==> config.mk <==
export PLATFORM = sky130hd
export DESIGN_NAME = ram_arbiter
export DESIGN_NICKNAME = d
export VERILOG_FILES = /design/src/rtl/ram_arbiter.sv
export SDC_FILE = /design/constraint.sdc
export NUM_CORES = 1
export LEC_CHECK = 0
export BUFFER_PORTS_ARGS = -buffer_cell sky130_fd_sc_hd__buf_2
export CORE_MARGIN = 1.5
export CORE_UTILIZATION = 30
export CTS_CLUSTER_DIAMETER = 30
export DETAILED_ROUTE_END_ITERATION = 8
export HOLD_SLACK_MARGIN = 0.05
export PLACE_DENSITY = 0.94
export SLEW_MARGIN = 20
export SYNTH_ARGS = -nofsm -noshare
export SYNTH_HDL_FRONTEND = slang
export SYNTH_SLANG_ARGS = --single-unit
==> constraint.sdc <==
create_clock -name clk -period 3.1 [get_ports clk]
set_clock_uncertainty 0.2 [all_clocks]
set_input_delay 0 -clock clk [delete_from_list [all_inputs] [get_ports clk]]
set_output_delay 0 -clock clk [all_outputs]
set_load 0.01 [all_outputs]
==> src/rtl/ram_arbiter.sv <==
// ram_arbiter
//   Two-requester arbiter in front of a simple dual-port RAM (one write
//   port, one registered read port). The write and read ports are arbitrated
//   independently, each with its own round-robin pointer. A write and a read
//   can therefore go to different requesters in the same cycle.
//
// Handshake: a request transfers in any cycle where req_valid[i] and
//   req_ready[i] are both 1. Request fields hold until that cycle.
//   req_ready is combinational. Read responses have no backpressure:
//   rsp_valid[i] pulses exactly one cycle after requester i's read grant,
//   and the requester must take it.
//
// Ports
//   clk, rst_n          single clock, asynchronous active-low reset
//   req_valid[1:0]      request present per requester
//   req_we[1:0]         1 = write, 0 = read, per requester
//   req_addr            requester i address at [i*A_WIDTH +: A_WIDTH]
//   req_wdata           requester i write data at [i*D_WIDTH +: D_WIDTH]
//   req_ready[1:0]      request of requester i accepted this cycle
//   rsp_valid[1:0]      read data for requester i on rsp_data
//   rsp_data            shared read-response data
//   ram_address_write, ram_data_write, ram_write_enable   RAM write port
//   ram_address_read, ram_data_read                       RAM read port
//                                                         (1-cycle latency)
//
// Configuration
//   RAM_ARB_FWD_EN  defined: same-address read+write granted in one cycle
//                   returns the new write data. Undefined: RAM
//                   read-before-write data is returned.
module ram_arbiter #(
  parameter int D_WIDTH = 16,
  parameter int A_WIDTH = 5
) (
  input  logic                 clk,
  input  logic                 rst_n,
  input  logic [1:0]           req_valid,
  input  logic [1:0]           req_we,
  input  logic [2*A_WIDTH-1:0] req_addr,
  input  logic [2*D_WIDTH-1:0] req_wdata,
  output logic [1:0]           req_ready,
  output logic [1:0]           rsp_valid,
  output logic [D_WIDTH-1:0]   rsp_data,
  output logic [A_WIDTH-1:0]   ram_address_write,
  output logic [D_WIDTH-1:0]   ram_data_write,
  output logic                 ram_write_enable,
  output logic [A_WIDTH-1:0]   ram_address_read,
  input  logic [D_WIDTH-1:0]   ram_data_read
);

  logic [1:0] wcand, rcand;
  logic [1:0] wgnt, rgnt;
  logic       wptr_q, wptr_d;
  logic       rptr_q, rptr_d;
  logic [1:0] rd_owner_q, rd_owner_d;

  assign wcand = req_valid & req_we;
  assign rcand = req_valid & ~req_we;

  // Contention goes to the pointer; a lone requester always wins.
  // Grants are forced off while reset is asserted.
  always_comb begin
    wgnt = 2'b00;
    rgnt = 2'b00;
    if (rst_n) begin
      if (wcand == 2'b11) wgnt = wptr_q ? 2'b10 : 2'b01;
      else                wgnt = wcand;
      if (rcand == 2'b11) rgnt = rptr_q ? 2'b10 : 2'b01;
      else                rgnt = rcand;
    end
  end

  // After a grant to requester i the pointer moves to the other requester.
  always_comb begin
    wptr_d = wptr_q;
    rptr_d = rptr_q;
    if (wgnt[0])      wptr_d = 1'b1;
    else if (wgnt[1]) wptr_d = 1'b0;
    if (rgnt[0])      rptr_d = 1'b1;
    else if (rgnt[1]) rptr_d = 1'b0;
    rd_owner_d = rgnt;
  end

  assign req_ready         = wgnt | rgnt;
  assign ram_write_enable  = |wgnt;
  assign ram_address_write = wgnt[1] ? req_addr[A_WIDTH +: A_WIDTH]
                                     : req_addr[0 +: A_WIDTH];
  assign ram_data_write    = wgnt[1] ? req_wdata[D_WIDTH +: D_WIDTH]
                                     : req_wdata[0 +: D_WIDTH];
  assign ram_address_read  = rgnt[1] ? req_addr[A_WIDTH +: A_WIDTH]
                                     : req_addr[0 +: A_WIDTH];

  always_ff @(posedge clk or negedge rst_n) begin
    if (!rst_n) begin
      wptr_q     <= 1'b0;
      rptr_q     <= 1'b0;
      rd_owner_q <= 2'b00;
    end else begin
      wptr_q     <= wptr_d;
      rptr_q     <= rptr_d;
      rd_owner_q <= rd_owner_d;
    end
  end

  // rd_owner_q is one-hot (or zero) because at most one read is granted.
  assign rsp_valid = rd_owner_q;

`ifdef RAM_ARB_FWD_EN
  // The RAM returns old contents when a read and a write hit the same
  // address in one cycle; capture the write data so the new value is
  // returned instead.
  logic               fwd_hit_q, fwd_hit_d;
  logic [D_WIDTH-1:0] fwd_data_q;

  assign fwd_hit_d = (|wgnt) && (|rgnt) &&
                     (ram_address_write == ram_address_read);

  always_ff @(posedge clk or negedge rst_n) begin
    if (!rst_n) begin
      fwd_hit_q  <= 1'b0;
      fwd_data_q <= '0;
    end else begin
      fwd_hit_q  <= fwd_hit_d;
      fwd_data_q <= ram_data_write;
    end
  end

  assign rsp_data = fwd_hit_q ? fwd_data_q : ram_data_read;
`else
  assign rsp_data = ram_data_read;
`endif

endmodule
Yosys cells after proc, flatten, opt, wreduce, memory -nomap -nowiden
Index checks and enable logic that the tools add are counted.
{ "totals": {"reg_bits": 4, "latch_bits": 0, "ram_bits": 0, "rom_bits": 0, "output_inout_bits": 47, "elab_cells": 25, "n_memories": 0} }
{ "op_classes": {"n_addsub": 0, "n_mul": 0, "div_mod_pow": 0, "order_cmp": 0, "n_eq_ne": 2, "shift": 0, "muxes": 13, "n_bitwise": 4, "n_reduce_logical": 3} }
{ "ops": {"columns": ["cell", "count"], "rows": [
  ["$mux 16", 1],
  ["$mux 2", 6],
  ["$mux 5", 2],
  ["$and 2x2->2", 2],
  ["$eq 2x2->1 const B", 2],
  ["$mux 1", 4],
  ["$reduce_bool 2->1", 2],
  ["$not 2->2", 1],
  ["$or 2x2->2", 1],
  ["$reduce_or 2->1", 1]
]} }

Logic depth before layout (Yosys ltp)
Gate-level depths: netlist (run 1).
{ "depth": {"ltp_word": 7, "ltp_mapped": 4, "mapped_depth_nobuf": 3} }

Least setup slack after synthesis (run 1)
OpenSTA, ideal clock, no wires.
{ "synth_timing": {"path_type": "reg-to-output", "startpoint": "reg wptr_q", "endpoint": "out ram_data_write[11]", "t_arrival_ps": 1224, "slack_ps": 1676, "path_stages_with_launch": 4, "path_cell_list": "dfrtp_1 o2111ai_2 buf_6 mux2_1"} }
{ "synth_via": {"elab_chain_cells": 4} }
{ "synth_rtl": {"columns": ["item", "line", "text"], "rows": [
  ["start, declared", "52", "logic wptr_q, wptr_d;"],
  ["start signal, assigned", "98", "wptr_q <= wptr_d;"],
  ["$mux 2 (2 in a row)", "65", "if (wcand == 2'b11) wgnt = wptr_q ? 2'b10 : 2'b01;"],
  ["$mux 2", "64", "if (rst_n) begin"],
  ["$mux 16", "87", "assign ram_data_write = wgnt[1] ? req_wdata[D_WIDTH +: D_WIDTH]"],
  ["end, declared", "44", "output logic [D_WIDTH-1:0] ram_data_write,"]
]} }
No other way between the ends.

Final worst setup path (run 1)
{ "layout_timing": {"startpoint": "in req_valid[0]", "endpoint": "out ram_data_write[15]"} }
{ "layout_via": {"elab_chain_cells": 5} }
{ "layout_rtl": {"columns": ["item", "line", "text"], "rows": [
  ["start, declared", "36", "input logic [1:0] req_valid,"],
  ["$and 2x2->2", "56", "assign wcand = req_valid & req_we;"],
  ["$eq 2x2->1", "65", null],
  ["$mux 2", "65", null],
  ["$mux 2", "64", null],
  ["$mux 16", "87", null]
]} }
No other way between the ends.

==> impl_metrics.yaml, run 1 <==
floorplanning:
  ios: 111
  num_rows: 16
  core_region_area_mm2: 0.00204
  die_h_um: 50.3
  dieWidth_um: 50.3
  die-area_mm2: 0.00253
  initial_core_util: 0.328
routing:
  wl_um: 2450
  routed_via_density: 4.67
  first_pass_iters: 4
  drc: 0
  num_vias: 860
  drt_iter0_drc: 5
  post_drt_wl_per_cell_um: 13.3
  ant_nets: 0
place:
  gp_congestion: 0.733
  io_buffer_count: 78
  dpl.hpwl_um: 1700
  dp.cells: 156
layout:
  post-route-util: 0.601
  n_antenna_cell: 0
  final_common_cell: "buf_2"
  area_growth_syn_to_layout_pct: 83.0
  multi_input_area_um2: 419
  drive_above_1_share: 0.701
  seq_area_um2: 100
  final_nets: 223
  fillCellCount: 192
  final_cell_mix: "buf_2 (78), mux2_2 (25), dlygate4sd3_1 (25)"
  fin_cells: 184
synth:
  synthXorXnorAreaFrac: 0
  synth_top_family_by_area: "multiplexers"
  netlist_area_um2: 671
  synth_fp_nets: 133
  ys_types: 19
  synth.area.mux_share: 0.437
  synth_adder_area_share: 0
  avgSynthCellArea_um2: 9.72
  ys_seq_elements: 4
  synthSimpleGateAreaFrac: 0.0634
  synth_compound_area_frac: 0.125
  yosys_warnings: 0
  synth_seq_area_share: 0.149
  syn_inst: 69
sta:
  timing.hold.ws_ns: 0.0953
  period_needed_ns: 1.96
  maxSlewViolCount: 0
  slew_headroom: 0.738
  tightestPinTransition_ns: 0.392
  hold_viol_final: 0
  setup-tns-final_ns: 0
  finalSetupViolations: 0
  rsz0062_at_grt: "false"
  fin_crit_sh: 0.632
  fmax_mhz: 510
setup_path:
  worstPathArrival_ns: 1.76
  endpoint_kind: "output port"
  critical_path.max_fanout: 22
  cp_data_required_time_ns: 2.90
  path_class: "in -> out"
  start_kind: "input pin"
cts:
  cts_buffer_depth: 2
  cts.sinks: 4
  cts_max_level: 1
  numCtsBuffers: 3
  clockRootBuffer: "clkbuf_4"
  insertion_delay_ns: 0.23
  cts_tree: "yes"
grt:
  grt_pass1_vias: 826
  grt_usage: 0.191
  grt_max_degree: 23
  grt_pass1_wl_um: 3630
  grt_overflow: 0
  grt_antenna_before_repair: 0
power:
  ir_drop_uv: 193
  power_density_mw_per_mm2: 242
  p_leak_nw: 0.638
min_path:
  hold_class: "in -> out"
run:
  cap_violations: 0
run_status:
  status: "complete, no violations"
state kept, by name (all words and copies together) (netlist names):
name / count
wptr_q: 1
rsp_valid: 2
rptr_q: 1
through the flow:
stage | cell area, um2 | power (W) | worst slack, ns
after floorplan | 671 | 0.000156 | 1.68
after global placement | 955 | 0.000195 | 1.46
final | 1230 | 0.000297 | 1.14
after global routing | 1230 | 0.000319 | 1.03
after detailed placement | 955 | 0.000197 | 1.44
after CTS | 1230 | 0.000298 | 1.11
power by group:
group	switching, W	internal, W	leakage [nW]
Clock	0.0000210	0.0000433	0.0138
Combinational	0.0000712	0.0000937	0.574
Sequential	0.00000810	0.0000600	0.0503
Total	0.000100	0.000197	0.638
synthesized netlist by cell type:
library cell | instances | share of area
a21oi_1 | 1 | 0.0075
dfrtp_1 | 4 | 0.15
buf_6 | 2 | 0.034
a31oi_1 | 2 | 0.019
a41oi_1 | 1 | 0.013
mux2_2 | 25 | 0.42
nand2_1 | 4 | 0.022
inv_1 | 1 | 0.0056
o21ai_0 | 3 | 0.022
o2111ai_2 | 1 | 0.022
a21boi_0 | 1 | 0.011
buf_4 | 16 | 0.18
buf_2 | 1 | 0.0075
a211oi_4 | 1 | 0.030
nand2b_1 | 2 | 0.019
or2_2 | 1 | 0.0093
nand3_1 | 1 | 0.0075
nor2_1 | 1 | 0.0056
mux2_1 | 1 | 0.017
per-layer routing:
| metal | wire [um] | GRT usage | vias up |
|---|---|---|---|
| met1 | 949 | 0.208 | 379 |
| met4 | 0 | 0.0139 | 0 |
| met2 | 1280 | 0.364 | 71 |
| li1 | - | - | 410 |
| met5 | 0 | 0 | - |
| met3 | 220 | 0.0655 | 0 |
worst paths after layout:
path,cells after the start,startpoint,to,slack [ns]
worst min-delay path,3,req_wdata[27],ram_data_write[11],0.1
max in group asynchronous,3,rst_n,rptr_q$_DFFE_PN0P_,1.95
worst max register to register,3,rptr_q$_DFFE_PN0P_,rsp_valid[1]$_DFF_PN0_,1.32
worst min register to register,1,rptr_q$_DFFE_PN0P_,rptr_q$_DFFE_PN0P_,0.34
worst max-delay path,7,req_valid[0],ram_data_write[15],1.14
min in group asynchronous,3,rst_n,rsp_valid[0]$_DFF_PN0_,0.58
cell type report:
cell class                 instances  area share
sequential                         4      0.0815
timing repair buffer             104       0.528
tap                               27      0.0275
clock buffer                       3      0.0183
multi-input combinational         45       0.341
inverter                           1     0.00306
what timing repair did:
item / CTS / global route
setup buffers: 0 / 0
hold buffers: 25 / 0
hold endpoints to repair: 24 / 0
resized for setup: 0 / 0
critical path: stages:
cell and delay [ns]:
dlygate4sd3_1 0.53, buf_2 0.16, nand2_1 0.09, o2111ai_2 0.16, buf_4 0.30, mux2_2 0.37, buf_2 0.14
cells by family (layout without fill, tap and decap cells):
group	after synthesis	in the layout
AO/OA/AOI/OAI	10	10
buffers and inverters	20	108
flip-flops	4	4
multiplexers	26	26
AND/OR/NAND/NOR	9	9
(Power assumes the default switching activity.)
==> inputs of run 2 (changes only) <==
- CORE_UTILIZATION: 30 -> 25
- PLACE_DENSITY: 0.94 -> 0.85
- clock period: 3.1 -> 1.8 ns (I/O delays scaled with it)
==> impl_metrics.yaml, run 2 (synthesis gave the netlist of run 1 again) <==
run_status:
  status: "finished with violations"
  violations: "negative hold slack, negative setup slack"
min_path:
  hold_depth: 4
  hold_class: "in -> reg"
routing:
  wl_um: 2820
  drc: 0
  routed_via_density: 4.65
  route.top_layer_used: "met4"
  first_pass_iters: 4
  post_drt_wl_per_cell_um: 14.7
  drt_iter0_drc: 18
  met2WireLength_um: 1610
  wl_met1_um: 969
  ant_nets: 0
  wl_met3_um: 241
  num_vias: 892
run:
  cap_violations: 0
cts:
  insertion_delay_ns: 0.24
  cts_max_level: 1
  numCtsBuffers: 3
  clockRootBuffer: "clkbuf_4"
  cts.clk_slew.worst_paths_ns: 0.04
  cts_tree: "yes"
  cts_buffer_depth: 2
  cts.sinks: 4
floorplanning:
  initial_core_util: 0.268
  ios: 111
  dieWidth_um: 54.8
  die-area_mm2: 0.00300
  die_h_um: 54.8
  num_rows: 18
  core_region_area_mm2: 0.00250
sta:
  fmax_mhz: 551
  slew_headroom: 0.802
  fin_ws_ns: -0.0159
  maxSlewViolCount: 0
  rsz0062_at_grt: "true"
  period_needed_ns: 1.82
  setup-tns-final_ns: -0.0889
  finalSetupViolations: 15
  tightestPinTransition_ns: 0.297
  fin_crit_sh: 1.01
  hold_viol_final: 1
  timing.hold.ws_ns: -0.0355
place:
  post_dp_cell_area_um2: 978
  post-place-ws_ns: 0.187
  gp_congestion: 0.697
  dpl.hpwl_um: 1690
  io_buffer_count: 78
setup_path:
  endpoint_kind: "output port"
  start_kind: "flip-flop"
  critPathMaxStageDelay_ns: 0.42
  path_cells: "o2111ai_4, buf_12, mux2_2, buf_2"
  path_class: "reg -> out"
  r2r_cells: 4
  crit_path_top_delay_cell: "dfrtp_2"
  critical_path.max_fanout: 11
  worstPathArrival_ns: 1.62
  cp_data_required_time_ns: 1.60
layout:
  largest_reg_flops: 2
  drive_above_1_share: 0.741
  final_nets: 228
  n_antenna_cell: 0
  post-route-util: 0.598
  stdcell_area_mm2: 0.00149
  area_growth_syn_to_layout_pct: 123
  final_cell_mix: "buf_2 (57), dlygate4sd3_1 (24), buf_6 (23)"
  final_common_cell: "buf_2"
grt:
  grt_antenna_before_repair: 0
  grt_pass1_vias: 727
  grt_overflow: 0
  grt_pass1_wl_um: 3140
  grt_max_degree: 23
  grt_usage: 0.148
power:
  ir_drop_uv: 347
  p_leak_nw: 0.774
  power_density_mw_per_mm2: 410
[run 2: cell types whose count changed in the layout (fill, tap and decap cells not counted), sizes merged]
cell,before,now
buf,79,84
clkbuf,3,4
dlygate4sd3,25,24
[run 2: power breakdown]
part           total [W]  switching [W]  internal [W]  leakage (nW)
clock           0.000113      0.0000386     0.0000747        0.0138
sequential      0.000119      0.0000150      0.000104        0.0495
combinational   0.000380       0.000146      0.000234         0.711
[run 2: stage by stage]
step                power [W]  hold WS (ns)  cells
global route         0.000658      -0.00814    192
global placement     0.000340        -0.266    160
finish               0.000613       -0.0355    192
detailed placement   0.000345        -0.275    160
CTS                  0.000527        0.0804    189
floorplan            0.000269        -0.496     69
[run 2: worst paths after layout]
| check | from | endpoint | slack, ns |
|---|---|---|---|
| min in group asynchronous | rst_n | rsp_valid[0]$_DFF_PN0_ | 0.09 |
| worst max-delay path | wptr_q$_DFFE_PN0P_ | ram_address_write[2] | -0.02 |
| worst max register to register | wptr_q$_DFFE_PN0P_ | wptr_q$_DFFE_PN0P_ | 0.16 |
| max in group asynchronous | rst_n | wptr_q$_DFFE_PN0P_ | 1.11 |
| worst min register to register | rptr_q$_DFFE_PN0P_ | rptr_q$_DFFE_PN0P_ | 0.33 |
| worst min-delay path | req_valid[0] | rsp_valid[0]$_DFF_PN0_ | -0.04 |
[run 2: worst max-delay path, delay by kind of cell (launching register included)]
family,cells,cell delay [ns]
buffers and inverters,2,0.32
AO/OA/AOI/OAI,1,0.29
flip-flops,1,0.42
multiplexers,1,0.34
[run 2: timing repair]
action / in CTS / in global routing
setup endpoints to repair: 20 / 28
cloned: 0 / 2
endpoints found under the hold margin: 23 / 1
hold buffers: 24 / 1
pin swaps: 1 / 3
setup buffers: 2 / 1
gates resized for setup: 1 / 39
[run 2: final cells by class]
type                       count  area (um2)
clock buffer                   3        22.5
fill                         214        1010
inverter                       1        3.75
multi-input combinational     45         477
sequential                     4         101
tap                           30        37.5
timing repair buffer         109         852
[run 2: metal layers]
layer  global-route usage  vias to the layer above
met5                    0                        -
met4                    0                        0
met3               0.0628                        2
met2                0.264                       54
met1                0.173                      417
li1                     -                      419
